--- src/rtl/eff_clip_ctrl.sv ---
// -----------------------------------------------------------------------------
// eff_clip_ctrl -- on/off and gain controller for the clip effect stage.
//
// Tracks a user-set target gain (up/down buttons, saturating 1..2^GAIN_WIDTH-1)
// and drives the clip stage enable and applied gain. When the effect is
// switched on or off, the applied gain ramps one step every RAMP_DIV audio
// sample strobes, so the effect fades in and out without clicks.
//
// Build option:
//   EFF_CLIP_CTRL_RAMP_EN  defined   -> ramped fades (FADE_IN / FADE_OUT used)
//                          undefined -> instant on/off, gain follows target,
//                                       busy_o tied low, no divider logic
//
// Parameters:
//   GAIN_WIDTH  width of gain_o / target_o
//   GAIN_INIT   target gain after reset (1..2^GAIN_WIDTH-1)
//   RAMP_DIV    vld_i strobes per one-step gain change (>= 1)
//
// Ports:
//   clk       clock, all logic on posedge
//   rst       synchronous active-high reset
//   toggle_i  pulse: toggle effect on/off
//   up_i      pulse: increment target gain
//   down_i    pulse: decrement target gain
//   vld_i     audio sample strobe (ramp time base)
//   en_o      effect enable (registered)
//   gain_o    applied gain (registered)
//   busy_o    ramp in progress (registered)
//   target_o  target gain for the display (registered)
// -----------------------------------------------------------------------------
module eff_clip_ctrl #(
    parameter int GAIN_WIDTH = 6,
    parameter int GAIN_INIT  = 8,
    parameter int RAMP_DIV   = 64
) (
    input  logic                  clk,
    input  logic                  rst,
    input  logic                  toggle_i,
    input  logic                  up_i,
    input  logic                  down_i,
    input  logic                  vld_i,
    output logic                  en_o,
    output logic [GAIN_WIDTH-1:0] gain_o,
    output logic                  busy_o,
    output logic [GAIN_WIDTH-1:0] target_o
);

    typedef enum logic [1:0] {
        BYPASS   = 2'd0,
        FADE_IN  = 2'd1,
        ACTIVE   = 2'd2,
        FADE_OUT = 2'd3
    } state_t;

    localparam logic [GAIN_WIDTH-1:0] GAIN_MAX = '1;
    localparam logic [GAIN_WIDTH-1:0] GAIN_ONE = GAIN_WIDTH'(1);
    localparam logic [GAIN_WIDTH-1:0] GAIN_RST = GAIN_WIDTH'(GAIN_INIT);

    state_t                  state_reg, state_next;
    logic [GAIN_WIDTH-1:0]   gain_reg, gain_next;
    logic [GAIN_WIDTH-1:0]   target_reg, target_next;
    logic                    en_reg, en_next;

    // -------------------------------------------------------------------------
    // Target gain: saturating up/down; simultaneous up and down cancel.
    // -------------------------------------------------------------------------
    always_comb begin
        target_next = target_reg;
        if (up_i && !down_i && (target_reg != GAIN_MAX)) begin
            target_next = target_reg + GAIN_ONE;
        end else if (down_i && !up_i && (target_reg != GAIN_ONE)) begin
            target_next = target_reg - GAIN_ONE;
        end
    end

`ifdef EFF_CLIP_CTRL_RAMP_EN
    // -------------------------------------------------------------------------
    // Ramped build.
    // -------------------------------------------------------------------------
    localparam int                DIV_W    = (RAMP_DIV > 1) ? $clog2(RAMP_DIV) : 1;
    localparam logic [DIV_W-1:0]  DIV_LAST = DIV_W'(RAMP_DIV - 1);
    localparam logic [DIV_W-1:0]  DIV_ONE  = DIV_W'(1);

    logic [DIV_W-1:0]      div_reg, div_next;
    logic                  busy_reg, busy_next;
    logic [GAIN_WIDTH-1:0] goal;

    always_comb begin
        state_next = state_reg;
        gain_next  = gain_reg;
        div_next   = div_reg;

        // Fading in or sitting active heads for the target; everything else
        // heads for unity.
        if ((state_reg == FADE_IN) || (state_reg == ACTIVE)) begin
            goal = target_reg;
        end else begin
            goal = GAIN_ONE;
        end

        // Sample-rate time base. Frozen when no strobes arrive.
        if ((state_reg != BYPASS) && vld_i) begin
            if (div_reg == DIV_LAST) begin
                div_next = '0;
                if (gain_reg < goal) begin
                    gain_next = gain_reg + GAIN_ONE;
                end else if (gain_reg > goal) begin
                    gain_next = gain_reg - GAIN_ONE;
                end
            end else begin
                div_next = div_reg + DIV_ONE;
            end
        end

        // A toggle restarts the divider and freezes gain for that edge, so a
        // reversed fade always starts from the gain currently applied.
        case (state_reg)
            BYPASS: begin
                gain_next = GAIN_ONE;
                div_next  = '0;
                if (toggle_i) begin
                    state_next = FADE_IN;
                end
            end
            FADE_IN: begin
                if (toggle_i) begin
                    state_next = FADE_OUT;
                    gain_next  = gain_reg;
                    div_next   = '0;
                end else if (gain_reg == target_reg) begin
                    state_next = ACTIVE;
                end
            end
            ACTIVE: begin
                if (toggle_i) begin
                    state_next = FADE_OUT;
                    gain_next  = gain_reg;
                    div_next   = '0;
                end
            end
            FADE_OUT: begin
                if (toggle_i) begin
                    state_next = FADE_IN;
                    gain_next  = gain_reg;
                    div_next   = '0;
                end else if (gain_reg == GAIN_ONE) begin
                    state_next = BYPASS;
                    div_next   = '0;
                end
            end
            default: begin
                state_next = BYPASS;
                gain_next  = GAIN_ONE;
                div_next   = '0;
            end
        endcase

        en_next   = (state_next != BYPASS);
        // Registered busy reflects the state/gain/target being loaded now.
        busy_next = (state_next == FADE_IN) || (state_next == FADE_OUT) ||
                    ((state_next == ACTIVE) && (gain_next != target_next));
    end

    always_ff @(posedge clk) begin
        if (rst) begin
            div_reg  <= '0;
            busy_reg <= 1'b0;
        end else begin
            div_reg  <= div_next;
            busy_reg <= busy_next;
        end
    end

    assign busy_o = busy_reg;

`else
    // -------------------------------------------------------------------------
    // Instant build: no divider, gain follows target while active.
    // -------------------------------------------------------------------------
    logic unused_vld;
    assign unused_vld = vld_i;

    always_comb begin
        state_next = state_reg;
        gain_next  = gain_reg;
        case (state_reg)
            BYPASS: begin
                gain_next = GAIN_ONE;
                if (toggle_i) begin
                    state_next = ACTIVE;
                    gain_next  = target_next;
                end
            end
            ACTIVE: begin
                gain_next = target_next;
                if (toggle_i) begin
                    state_next = BYPASS;
                    gain_next  = GAIN_ONE;
                end
            end
            default: begin
                state_next = BYPASS;
                gain_next  = GAIN_ONE;
            end
        endcase
        en_next = (state_next != BYPASS);
    end

    assign busy_o = 1'b0;
`endif

    // -------------------------------------------------------------------------
    // Shared state and output registers.
    // -------------------------------------------------------------------------
    always_ff @(posedge clk) begin
        if (rst) begin
            state_reg  <= BYPASS;
            gain_reg   <= GAIN_ONE;
            target_reg <= GAIN_RST;
            en_reg     <= 1'b0;
        end else begin
            state_reg  <= state_next;
            gain_reg   <= gain_next;
            target_reg <= target_next;
            en_reg     <= en_next;
        end
    end

    assign en_o     = en_reg;
    assign gain_o   = gain_reg;
    assign target_o = target_reg;

endmodule

--- config.mk ---
export PLATFORM = sky130hd
export DESIGN_NAME = eff_clip_ctrl
export DESIGN_NICKNAME = d
export VERILOG_FILES = /design/src/rtl/eff_clip_ctrl.sv
export SDC_FILE = /design/constraint.sdc
export NUM_CORES = 1
export LEC_CHECK = 0
export CELL_PAD_IN_SITES_DETAIL_PLACEMENT = 1
export CELL_PAD_IN_SITES_GLOBAL_PLACEMENT = 2
export CORE_UTILIZATION = 27
export CTS_CLUSTER_DIAMETER = 50
export DETAILED_ROUTE_END_ITERATION = 10
export PLACE_DENSITY_LB_ADDON = 0.1
export SYNTH_ARGS = -nofsm -noshare
export SYNTH_HDL_FRONTEND = slang
export SYNTH_SLANG_ARGS = --single-unit
--- constraint.sdc ---
create_clock -name clk -period 2.79 [get_ports clk]
set_clock_uncertainty 0.05 [all_clocks]
set_input_delay 0.558 -clock clk [delete_from_list [all_inputs] [get_ports clk]]
set_output_delay 0.558 -clock clk [all_outputs]
set_load 0.01 [all_outputs]
After elaboration in Yosys (flattened, before gate mapping)
Cells that the tools add are included.
{"block": "word_totals", "regBits": 15, "in_bits": 6, "out_inout_bits": 14, "wordCells": 25}
{"block": "op_classes", "n_addsub": 2, "n_eq_ne": 3, "mux": 8, "reduce_logical": 8}
{"op": "2-to-1 mux 6 bit", "n": 4}
{"op": "one-hot mux 6 bit (2 select lines)", "n": 1}
{"op": "adder 6 x 1 -> 6 bit (second input constant)", "n": 1}
{"op": "inequality test 6 x 1 -> 1 bit (second input constant)", "n": 1}
{"op": "inequality test 6 bit (second input constant)", "n": 1}
{"op": "subtractor 6 x 1 -> 6 bit (second input constant)", "n": 1}
{"op": "logical AND 1 bit", "n": 4}
{"op": "2-to-1 mux 2 bit", "n": 2}
{"op": "one-hot mux 2 bit (2 select lines)", "n": 1}
{"op": "equality test 2 bit (second input constant)", "n": 1}
{"op": "zero test 1 bit", "n": 2}
{"op": "zero test 2 bit", "n": 1}
{"op": "nonzero test 2 bit", "n": 1}

Longest topological paths before layout
Gate-level depths: netlist of the first run.
{"block": "depth", "ltp_word": 7, "ltp_mapped": 6, "depth_no_buf": 6}

Least setup slack after synthesis of the first run
No wires, ideal clock.
{"block": "synth_path", "kind": "reg-to-reg", "from": "reg target_reg[0], in the netlist target_o[0]", "to": "reg target_reg[5], in the netlist target_o[5]", "setup_time_ps": 123, "arrival_ps": 1881, "t_required_ps": 2617, "setup_slack_ps": 736, "stages_incl_launch_ff": 6, "path_buffers": 0, "synth_period_minus_slack_ps": 2054, "cell_sequence": "dfxtp_1 > ha_1 > and4_1 > or4_4 > o2bb2a_4 > mux2_1"}
{"block": "synth_via", "elab_chain_cells": 4, "word_cells_on_any_way": 8, "classes_between": "2 x add/sub; 2 x eq/ne; 2 x mux; 2 x reduce/logical"}
{"item": "start: declaration", "line": "61", "rtl": "logic [GAIN_WIDTH-1:0] target_reg, target_next;"}
{"item": "start signal: assignment", "line": "224", "rtl": "target_reg <= target_next;"}
{"item": "branches (longest 3 deep; another with subtractor 6 x 1 -> 6 bit)"}
{"item": "2-to-1 mux 6 bit *", "line": "69", "rtl": "if (up_i && !down_i && (target_reg != GAIN_MAX)) begin"}
Mark *: on every way between the ends.
A chain may end at the register's enable or synchronous reset.

Worst setup path after layout of the first run
{"block": "layout_path", "from": "in down_i", "to": "reg target_reg[5], in the netlist target_o[5]"}
{"block": "layout_via", "elab_chain_cells": 4, "word_cells_on_any_way": 7, "classes_between": "2 x mux; 5 x reduce/logical"}
{"item": "start: declaration", "line": "40", "rtl": "input logic down_i,"}
{"item": "logical AND 1 bit / zero test 1 bit (equally long branches)", "line": "71, 69"}
{"item": "logical AND 1 bit, on equally long branches", "line": "71, 69"}
{"item": "2-to-1 mux 6 bit / logical AND 1 bit (equally long branches)", "line": "71, 69"}
{"item": "2-to-1 mux 6 bit *", "line": "69"}
Mark *: on every way between the ends. The rest lies on a longest branch, timed or not.

==> flow_metrics.py, run 1 <==
metrics = {
    "placed_design": {
        "hpwl_um": 1280,
        "post_dp_cell_area_um2": 943,
        "port_buffers": 17,
        "gp_routability_congestion": 0.764,
    },
    "job": {
        "drv_cap": 0,
    },
    "sta": {
        "final_hold_viol_count": 0,
        "rsz0062_at_grt": "false",
        "fmax_mhz": 461,
        "finalCritPeriodShare": 0.778,
        "min_period_ps": 2170,
        "drv_slew": 0,
        "setup_tns_ps": 0,
        "setup_viol": 0,
        "holdWs_ps": 506,
    },
    "detailed_routing": {
        "drt_wl_total_um": 1680,
        "dr.first_iter.drc_count": 0,
        "drt_first_pass_iters": 1,
        "drt_drc_violations_left": 0,
        "vias_per_cell": 4.95,
        "ant_nets": 0,
        "avgRoutedWirePerCell_um": 13.3,
        "num_vias": 624,
    },
    "critical_path": {
        "arrival_ps": 2310,
        "r2r_end": "target_o[5]",
        "critPathLaunchType": "input pin",
        "setup.worst_path.end": "target_o[5]",
        "reg2reg_from": "target_o[0]",
        "startpoint": "down_i",
        "critPathRequiredTime_ps": 2930,
        "end_kind": "flop",
        "worstSetupPathType": "input pin to flop",
        "reg2reg_slack_ps": 640,
        "rr_worst_depth": 5,
        "cp_max_fo": 6,
    },
    "hold_path": {
        "hp-class": "flop to flop",
    },
    "grt": {
        "grtUsageTotal": 0.134,
        "grt_max_degree": 10,
        "grt_first_pass_wirelength_um": 2640,
        "grt_pass1_vias": 564,
        "antenna_found_initial": 0,
        "overflow": 0,
    },
    "layout": {
        "diodes": 0,
        "syn2layout_area_growth_pct": 31.1,
        "finish.instance_area_um2": 971,
        "fin_util": 0.382,
        "nFillCells": 297,
        "multi_input_area_um2": 405,
        "seqCellArea_um2": 300,
        "drive_above_1_share": 0.104,
        "layout.nets": 106,
    },
    "power_and_ir_drop": {
        "p_leak_uw": 0.000388,
        "p_per_area_nw_per_um2": 499,
        "pwr-share-seq": 0.510,
        "clock_power_share": 0.271,
        "peakVddDrop_v": 0.000284,
        "p_sw_uw": 147,
        "p_sw_frac": 0.303,
        "p_comb_frac": 0.219,
        "p_int_uw": 337,
    },
    "logic_synthesis": {
        "yosysUniqueCellTypes": 35,
        "synth_flop_cell": "dfxtp_1",
        "ys_async_sr_fraction": 0,
        "synth_edf_count": 0,
        "syn_inst": 76,
        "synth-seq-cells": 15,
        "seq_area_frac_synth": 0.405,
        "synth.avg_cell_area_um2": 9.75,
        "netlist_area_um2": 741,
        "yosysWarningCount": 0,
    },
    "clock_network": {
        "numCtsBuffers": 3,
        "clkLatencyLatePin_ps": 290,
        "cts_setup_buffers": 0,
        "cts.sinks": 15,
        "htreeDepth": 1,
        "cts.clk_slew.worst_paths_ps": 100,
        "ctsLongestPathBuffers": 2,
        "cts_resized": 0,
        "cts_tree": "done",
        "clockRootBuffer": "clkbuf_4",
        "hold_buffers": 0,
    },
    "outcome": {
        "status": "completed",
    },
    "floorplan": {
        "die_h_um": 54.4,
        "dieArea_um2": 2960,
        "initial_core_util": 0.291,
        "rows": 18,
        "core_um2": 2540,
        "io_pins": 20,
        "dieWidth_um": 54.4,
    },
}
## layer usage
metal / vias up / share of wire / wire (um) / track usage
met2: 14 / 0.43 / 730 / 0.213
met4: 0 / 0.015 / 25 / 0.0513
met1: 297 / 0.50 / 837 / 0.156
met3: 4 / 0.051 / 85 / 0.0611
li1: 309 / - / - / -
met5: - / 0 / 0 / 0
## cells by family after synthesis
kind of cell             Yosys count  share of synthesized area
other                              1                    0.00506
AND/OR/NAND/NOR                   29                      0.236
multiplexers                       4                     0.0574
buffers and inverters              9                     0.0524
adder cells (fa/ha/maj)            3                     0.0507
flip-flops                        15                      0.405
AO/OA/AOI/OAI                     14                      0.181
XOR/XNOR                           1                     0.0118
## cell type report
class	count	area share
inverters	6	0.0232
well taps	30	0.0387
multi-input cells	53	0.418
clock inverters	1	0.00515
clock buffers	3	0.0232
repair buffers	18	0.183
flip-flops and latches	15	0.309
## cell usage after synthesis (2+ instances only)
library cell,number,area [um2]
dfxtp_1,15,300
nor3_1,7,35.0
inv_1,6,22.5
nand2_1,6,22.5
ha_1,3,37.5
nor2_1,3,11.3
a211oi_1,2,15.0
a21boi_0,2,15.0
and3b_1,2,17.5
mux2_1,2,22.5
mux2i_1,2,20.0
nand2b_1,2,12.5
nor3b_1,2,15.0
## cell usage in the layout, fill, tap and decap left out
cell type,synthesis,routed
buf_4,1,1
o21ai_0,1,1
mux2_1,2,2
a2111o_1,1,1
a21boi_0,2,2
conb_1,1,2
clkinv_2,0,1
and3b_1,2,2
inv_1,6,6
or4b_4,1,1
nand4_1,1,1
or4_4,1,1
a22oi_2,1,1
xnor2_1,1,1
nand4b_1,1,1
nor3_1,7,7
and4_1,1,1
dfxtp_1,15,15
nor3b_1,2,2
o21bai_1,1,1
mux2i_1,2,2
clkdlybuf4s50_1,0,17
o2bb2a_4,1,1
a21o_1,1,1
o211a_4,1,1
o211a_1,1,1
a21oi_1,1,1
ha_1,3,3
clkbuf_4,0,3
nor2_1,3,3
o21a_1,1,1
nand2b_1,2,2
or3_1,1,1
nand2_1,6,6
a211oi_1,2,2
nor2b_1,1,1
## worst max-delay path: stages
cell	delay, ps
clkdlybuf4s50_1	440
nand2b_1	240
or4_4	530
o2bb2a_4	220
mux2_1	310
## per-stage QoR
stage	total power, uW	instances	setup slack (ps)
after CTS	496	126	632
after global placement	358	122	333
final	484	126	619
after floorplan	312	77	736
after global routing	520	126	557
after detailed placement	358	122	308
## worst min path at each step
stage	cells past startpoint	slack [ps]	from	to
6_report	2	510	target_o[5]	gain_o[5]
3_5_place_dp	2	500	target_o[5]	gain_o[5]
4_1_cts	2	510	target_o[5]	gain_o[5]
3_3_place_gp	2	500	target_o[5]	gain_o[5]
2_1_floorplan	2	480	state_reg[0]	en_o
5_1_grt	2	530	target_o[5]	gain_o[5]
## power by group through the flow
stage | clock [uW] | sequential [uW] | combinational (uW)
after floorplan | 0 | 251 | 61.7
after global placement | 0 | 251 | 107
after detailed placement | 0 | 251 | 107
after CTS | 142 | 247 | 108
after global routing | 151 | 249 | 119
final | 131 | 247 | 106
No activity file was read; power rests on OpenSTA's default activity.
==> inputs of run 2 (changes only) <==
- CORE_UTILIZATION: 27 -> 25
- clock period: 2.79 -> 1.8 ns (I/O delays scaled with it)
==> run 2 against run 1 <==
The flow now finishes with violations (negative setup slack). Via count grew 13%. Die area up 7.7%. Non-clock buffer count up 26. Global-route usage fell by 0.28 points. First-iteration DRC count increased by 6. Clock power is 52% higher. Combinational power rose to 2.8 times the previous value. Largest cell class unchanged. Largest power group unchanged.
==> flow_metrics.py, run 2 (synthesized netlist as in run 1, its figures left out) <==
metrics = {
    "outcome": {
        "status": "complete, but fails checks",
        "violations": "negative setup slack",
    },
    "critical_path": {
        "critPathRequiredTime_ps": 1940,
        "critPathLaunchType": "flop",
        "cp_slowest_cell": "or4b_4",
        "arrival_ps": 2050,
        "worstSetupPathType": "flop to flop",
        "cp_top_family": "simple AND/OR/NAND/NOR gates",
        "cp_max_fo": 4,
        "end_kind": "flop",
        "cp_cell_sequence": "ha_4 > or4b_4 > o211a_4 > a22oi_2 > mux2_4",
        "critPathBufInv": 0,
        "max_stage_delay_ps": 470,
    },
    "hold_path": {
        "hp-class": "flop to flop",
    },
    "grt": {
        "grtUsageTotal": 0.131,
        "antenna_found_initial": 0,
        "grt_pass1_vias": 721,
        "overflow": 0,
        "grt_max_degree": 9,
        "grt_first_pass_wirelength_um": 3160,
    },
    "layout": {
        "syn2layout_area_growth_pct": 70.6,
        "finish.instance_area_um2": 1260,
        "final_common_cell": "buf_4",
        "nFillCells": 320,
        "multi_input_area_um2": 478,
        "seqCellArea_um2": 312,
        "drive_above_1_share": 0.426,
        "fin_util": 0.454,
        "layout.nets": 132,
        "instances_no_fill": 153,
        "layout_common_cells": "buf_4, clkdlybuf4s50_1, dfxtp_1",
        "diodes": 0,
    },
    "power_and_ir_drop": {
        "p_leak_uw": 0.000564,
        "total_power_uw": 872,
        "peakVddDrop_v": 0.000383,
        "pwr-share-seq": 0.434,
        "p_per_area_nw_per_um2": 690,
        "p_sw_frac": 0.300,
        "p_comb_frac": 0.338,
        "p_sw_uw": 262,
        "clock_power_share": 0.228,
        "p_int_uw": 610,
    },
    "placed_design": {
        "port_buffers": 17,
        "gp_routability_congestion": 0.765,
        "hpwl_um": 1560,
        "post_dp_cell_area_um2": 1130,
        "dp.cells": 145,
    },
    "floorplan": {
        "dieWidth_um": 56.4,
        "dieArea_um2": 3180,
        "initial_core_util": 0.266,
        "die_h_um": 56.4,
        "core_um2": 2780,
        "io_pins": 20,
        "rows": 19,
    },
    "detailed_routing": {
        "drt_first_pass_iters": 3,
        "avgRoutedWirePerCell_um": 13.2,
        "dr.first_iter.drc_count": 6,
        "drt_drc_violations_left": 0,
        "drt_wl_total_um": 2020,
        "ant_nets": 0,
        "vias_per_cell": 4.63,
        "num_vias": 708,
    },
    "sta": {
        "final_hold_viol_count": 0,
        "fmax_mhz": 524,
        "drv_slew": 0,
        "holdWs_ps": 577,
        "setup_viol": 6,
        "rsz0062_at_grt": "true",
        "min_period_ps": 1910,
        "fin_ws_ps": -109,
        "finalCritPeriodShare": 1.06,
    },
    "clock_network": {
        "numCtsBuffers": 3,
        "cts.sinks": 15,
        "cts.clk_slew.worst_paths_ps": 100,
        "hold_buffers": 0,
        "htreeDepth": 1,
        "clkLatencyLatePin_ps": 290,
        "ctsLongestPathBuffers": 2,
        "cts_tree": "done",
        "clockRootBuffer": "clkbuf_4",
    },
    "job": {
        "drv_cap": 0,
    },
}
-- run 2: cell types whose count changed in the layout (fill, tap and decap cells not counted), sizes merged --
cell and delta:
dlymetal6s2s +2, clkdlybuf4s50 -3, buf +26, clkinv -1
clkbuf +1, dlygate4sd2 +1
-- run 2: area by class of cell --
| cell class | count | area share |
|---|---|---|
| Multi-Input combinational cell | 53 | 0.378 |
| Timing Repair Buffer | 44 | 0.304 |
| Sequential cell | 15 | 0.247 |
| Tap cell | 31 | 0.0307 |
| Clock buffer | 4 | 0.0208 |
| Inverter | 6 | 0.0198 |
-- run 2: repair_timing --
action	CTS	global route
pin swaps	5	2
endpoints found under the hold margin	0	0
cloned	0	0
setup buffers	1	3
gates resized for setup	7	16
setup endpoints to repair	8	13
-- run 2: worst paths after layout --
path                                    from     endpoint  slack (ps)  depth (start not counted)
worst max-delay path             target_o[0]  target_o[2]        -110                          5
worst min register to register  state_reg[0]         en_o         580                          3
worst max register to register   target_o[0]  target_o[2]        -110                          5
worst min-delay path            state_reg[0]         en_o         580                          3
-- run 2: power groups by stage --
stage / clock (uW) / sequential (uW) / combinational, uW
2_1_floorplan: 0 / 394 / 97.3
3_3_place_gp: 0 / 382 / 233
3_5_place_dp: 0 / 383 / 238
4_1_cts: 206 / 376 / 254
5_1_grt: 229 / 382 / 319
6_report: 199 / 378 / 295
-- run 2: worst reg2reg max path, cell delays in order (launching register included) --
cell,delay [ps]
dfxtp_4,400
ha_4,130
or4b_4,470
o211a_4,270
a22oi_2,170
mux2_4,320
-- run 2: layer usage --
metal / up-vias / GRT usage / wire [um]
li1: 360 / - / -
met1: 332 / 0.166 / 960
met2: 14 / 0.227 / 975
met3: 2 / 0.0207 / 63
met4: 0 / 0.0418 / 23
met5: - / 0 / 0
-- run 2: metrics by stage --
| step | setup TNS (ps) | setup slack (ps) |
|---|---|---|
| after floorplan | -230 | -117 |
| after global placement | -1630 | -342 |
| after detailed placement | -1950 | -374 |
| after CTS | -350 | -132 |
| after global routing | -786 | -166 |
| final | -301 | -109 |
==> inputs of run 3 (changes only) <==
- PLACE_DENSITY_LB_ADDON: 0.1 -> 0.3
==> run 3 against run 2 <==
Maximum frequency shrank 1.9%. Setup slack lost 37 ps. Hold slack about the same. The flow still finishes with violations (negative setup slack). Utilization decreased by 0.72 points. Sequential power barely moved. Largest power group unchanged. Sequential cell count unchanged. Die area unchanged. Largest cell class unchanged. Non-clock buffer count stayed put. Via count grew 2.1%. Clock power is essentially flat. Cell area down 1.6%.
==> flow_metrics.py, run 3 (synthesized netlist as in run 1, its figures left out) <==
metrics = {
    "sta": {
        "rsz0062_at_grt": "true",
        "final_hold_viol_count": 0,
        "drv_slew": 0,
        "min_period_ps": 1950,
        "setup_viol": 7,
        "fin_ws_ps": -146,
        "fmax_mhz": 514,
        "finalCritPeriodShare": 1.08,
    },
    "critical_path": {
        "critPathRequiredTime_ps": 1930,
        "cp_cell_sequence": "inv_4 > ha_4 > or4b_4 > o211a_4 > a22oi_2 > mux2_1",
        "cp_slowest_cell": "or4b_4",
        "end_kind": "flop",
        "arrival_ps": 2070,
        "worstSetupPathType": "flop to flop",
        "critPathLaunchType": "flop",
        "max_stage_delay_ps": 470,
        "cp_max_fo": 3,
    },
    "power_and_ir_drop": {
        "pwr-share-seq": 0.440,
        "total_power_uw": 855,
        "clock_power_share": 0.231,
        "p_sw_frac": 0.303,
        "p_int_uw": 596,
        "peakVddDrop_v": 0.000426,
        "p_comb_frac": 0.329,
        "p_sw_uw": 259,
        "p_per_area_nw_per_um2": 688,
        "p_leak_uw": 0.000547,
    },
    "floorplan": {
        "rows": 19,
        "initial_core_util": 0.266,
        "dieWidth_um": 56.4,
        "die_h_um": 56.4,
        "io_pins": 20,
        "dieArea_um2": 3180,
        "core_um2": 2780,
    },
    "layout": {
        "drive_above_1_share": 0.418,
        "layout.nets": 132,
        "syn2layout_area_growth_pct": 67.9,
        "nFillCells": 326,
        "diodes": 0,
        "final_common_cell": "buf_4",
        "layout_common_cells": "buf_4, clkdlybuf4s50_1, dfxtp_1",
        "fin_util": 0.447,
    },
    "placed_design": {
        "gp_routability_congestion": 0.799,
        "port_buffers": 17,
        "hpwl_um": 1540,
    },
    "clock_network": {
        "numCtsBuffers": 3,
        "htreeDepth": 1,
        "clockRootBuffer": "clkbuf_4",
        "cts.sinks": 15,
        "clkLatencyLatePin_ps": 290,
        "cts_tree": "done",
        "cts.clk_slew.worst_paths_ps": 100,
        "ctsLongestPathBuffers": 2,
    },
    "detailed_routing": {
        "avgRoutedWirePerCell_um": 13.2,
        "dr.first_iter.drc_count": 11,
        "num_vias": 723,
        "drt_drc_violations_left": 0,
        "drt_first_pass_iters": 4,
        "drt_wl_total_um": 2020,
        "vias_per_cell": 4.73,
        "ant_nets": 0,
    },
    "grt": {
        "overflow": 0,
        "grt_max_degree": 10,
        "grt_pass1_vias": 706,
        "antenna_found_initial": 0,
        "grtUsageTotal": 0.129,
        "grt_first_pass_wirelength_um": 3120,
    },
    "hold_path": {
        "hp-class": "flop to flop",
    },
    "outcome": {
        "violations": "negative setup slack",
        "status": "complete, but fails checks",
    },
    "job": {
        "drv_cap": 0,
    },
}
## run 3: layer usage
metal	track usage	wire, um
met4	0.0523	30
met1	0.178	994
met2	0.200	933
met3	0.0207	63
met5	0	0
## run 3: critical path: cells and delay by family, from the launching register on
family | cells | cell delay [ps]
simple gates | 1 | 470
compound gates | 2 | 430
flops | 1 | 370
mux | 1 | 350
fa+ha+maj | 1 | 100
buf+inv | 1 | 60
## run 3: final cells by class
cell class,count,area [um2],area share
inverters,6,25.0,0.0201
clock buffers,3,22.5,0.0181
clock inverters,1,5.00,0.00402
well taps,31,38.8,0.0312
multi-input cells,53,469,0.377
repair buffers,44,373,0.300
flip-flops and latches,15,310,0.249
## run 3: path summary, 6_finish.rpt
| kind | from | to | slack [ps] | cells past startpoint |
|---|---|---|---|---|
| min reg2reg | state_reg[0] | state_reg[1] | 580 | 2 |
| min | state_reg[0] | state_reg[1] | 580 | 2 |
| max | target_o[1] | target_o[2] | -150 | 6 |
| max reg2reg | target_o[1] | target_o[2] | -150 | 6 |
## run 3: power groups by stage
| stage | registers (uW) | clock network, uW | logic [uW] |
|---|---|---|---|
| 6_report | 377 | 197 | 281 |
| 3_3_place_gp | 381 | 0 | 231 |
| 2_1_floorplan | 394 | 0 | 97.3 |
| 3_5_place_dp | 382 | 0 | 237 |
| 5_1_grt | 380 | 213 | 304 |
| 4_1_cts | 376 | 204 | 261 |
## run 3: metrics by stage
step	setup WS [ps]	area [um2]	cells	TNS [ps]	hold WS (ps)
after floorplan	-117	764	77	-230	479
after global placement	-332	1120	144	-1920	555
after detailed placement	-364	1120	144	-2090	564
after CTS	-154	1200	150	-583	583
after global routing	-197	1240	153	-1090	621
final	-146	1240	153	-648	577
## run 3: repair_timing
item                                    CTS  global route
endpoints found under the setup margin    9            14
pin swaps                                 4             1
resized for setup                        11             7
hold buffers                              0             0
setup buffers                             2             3
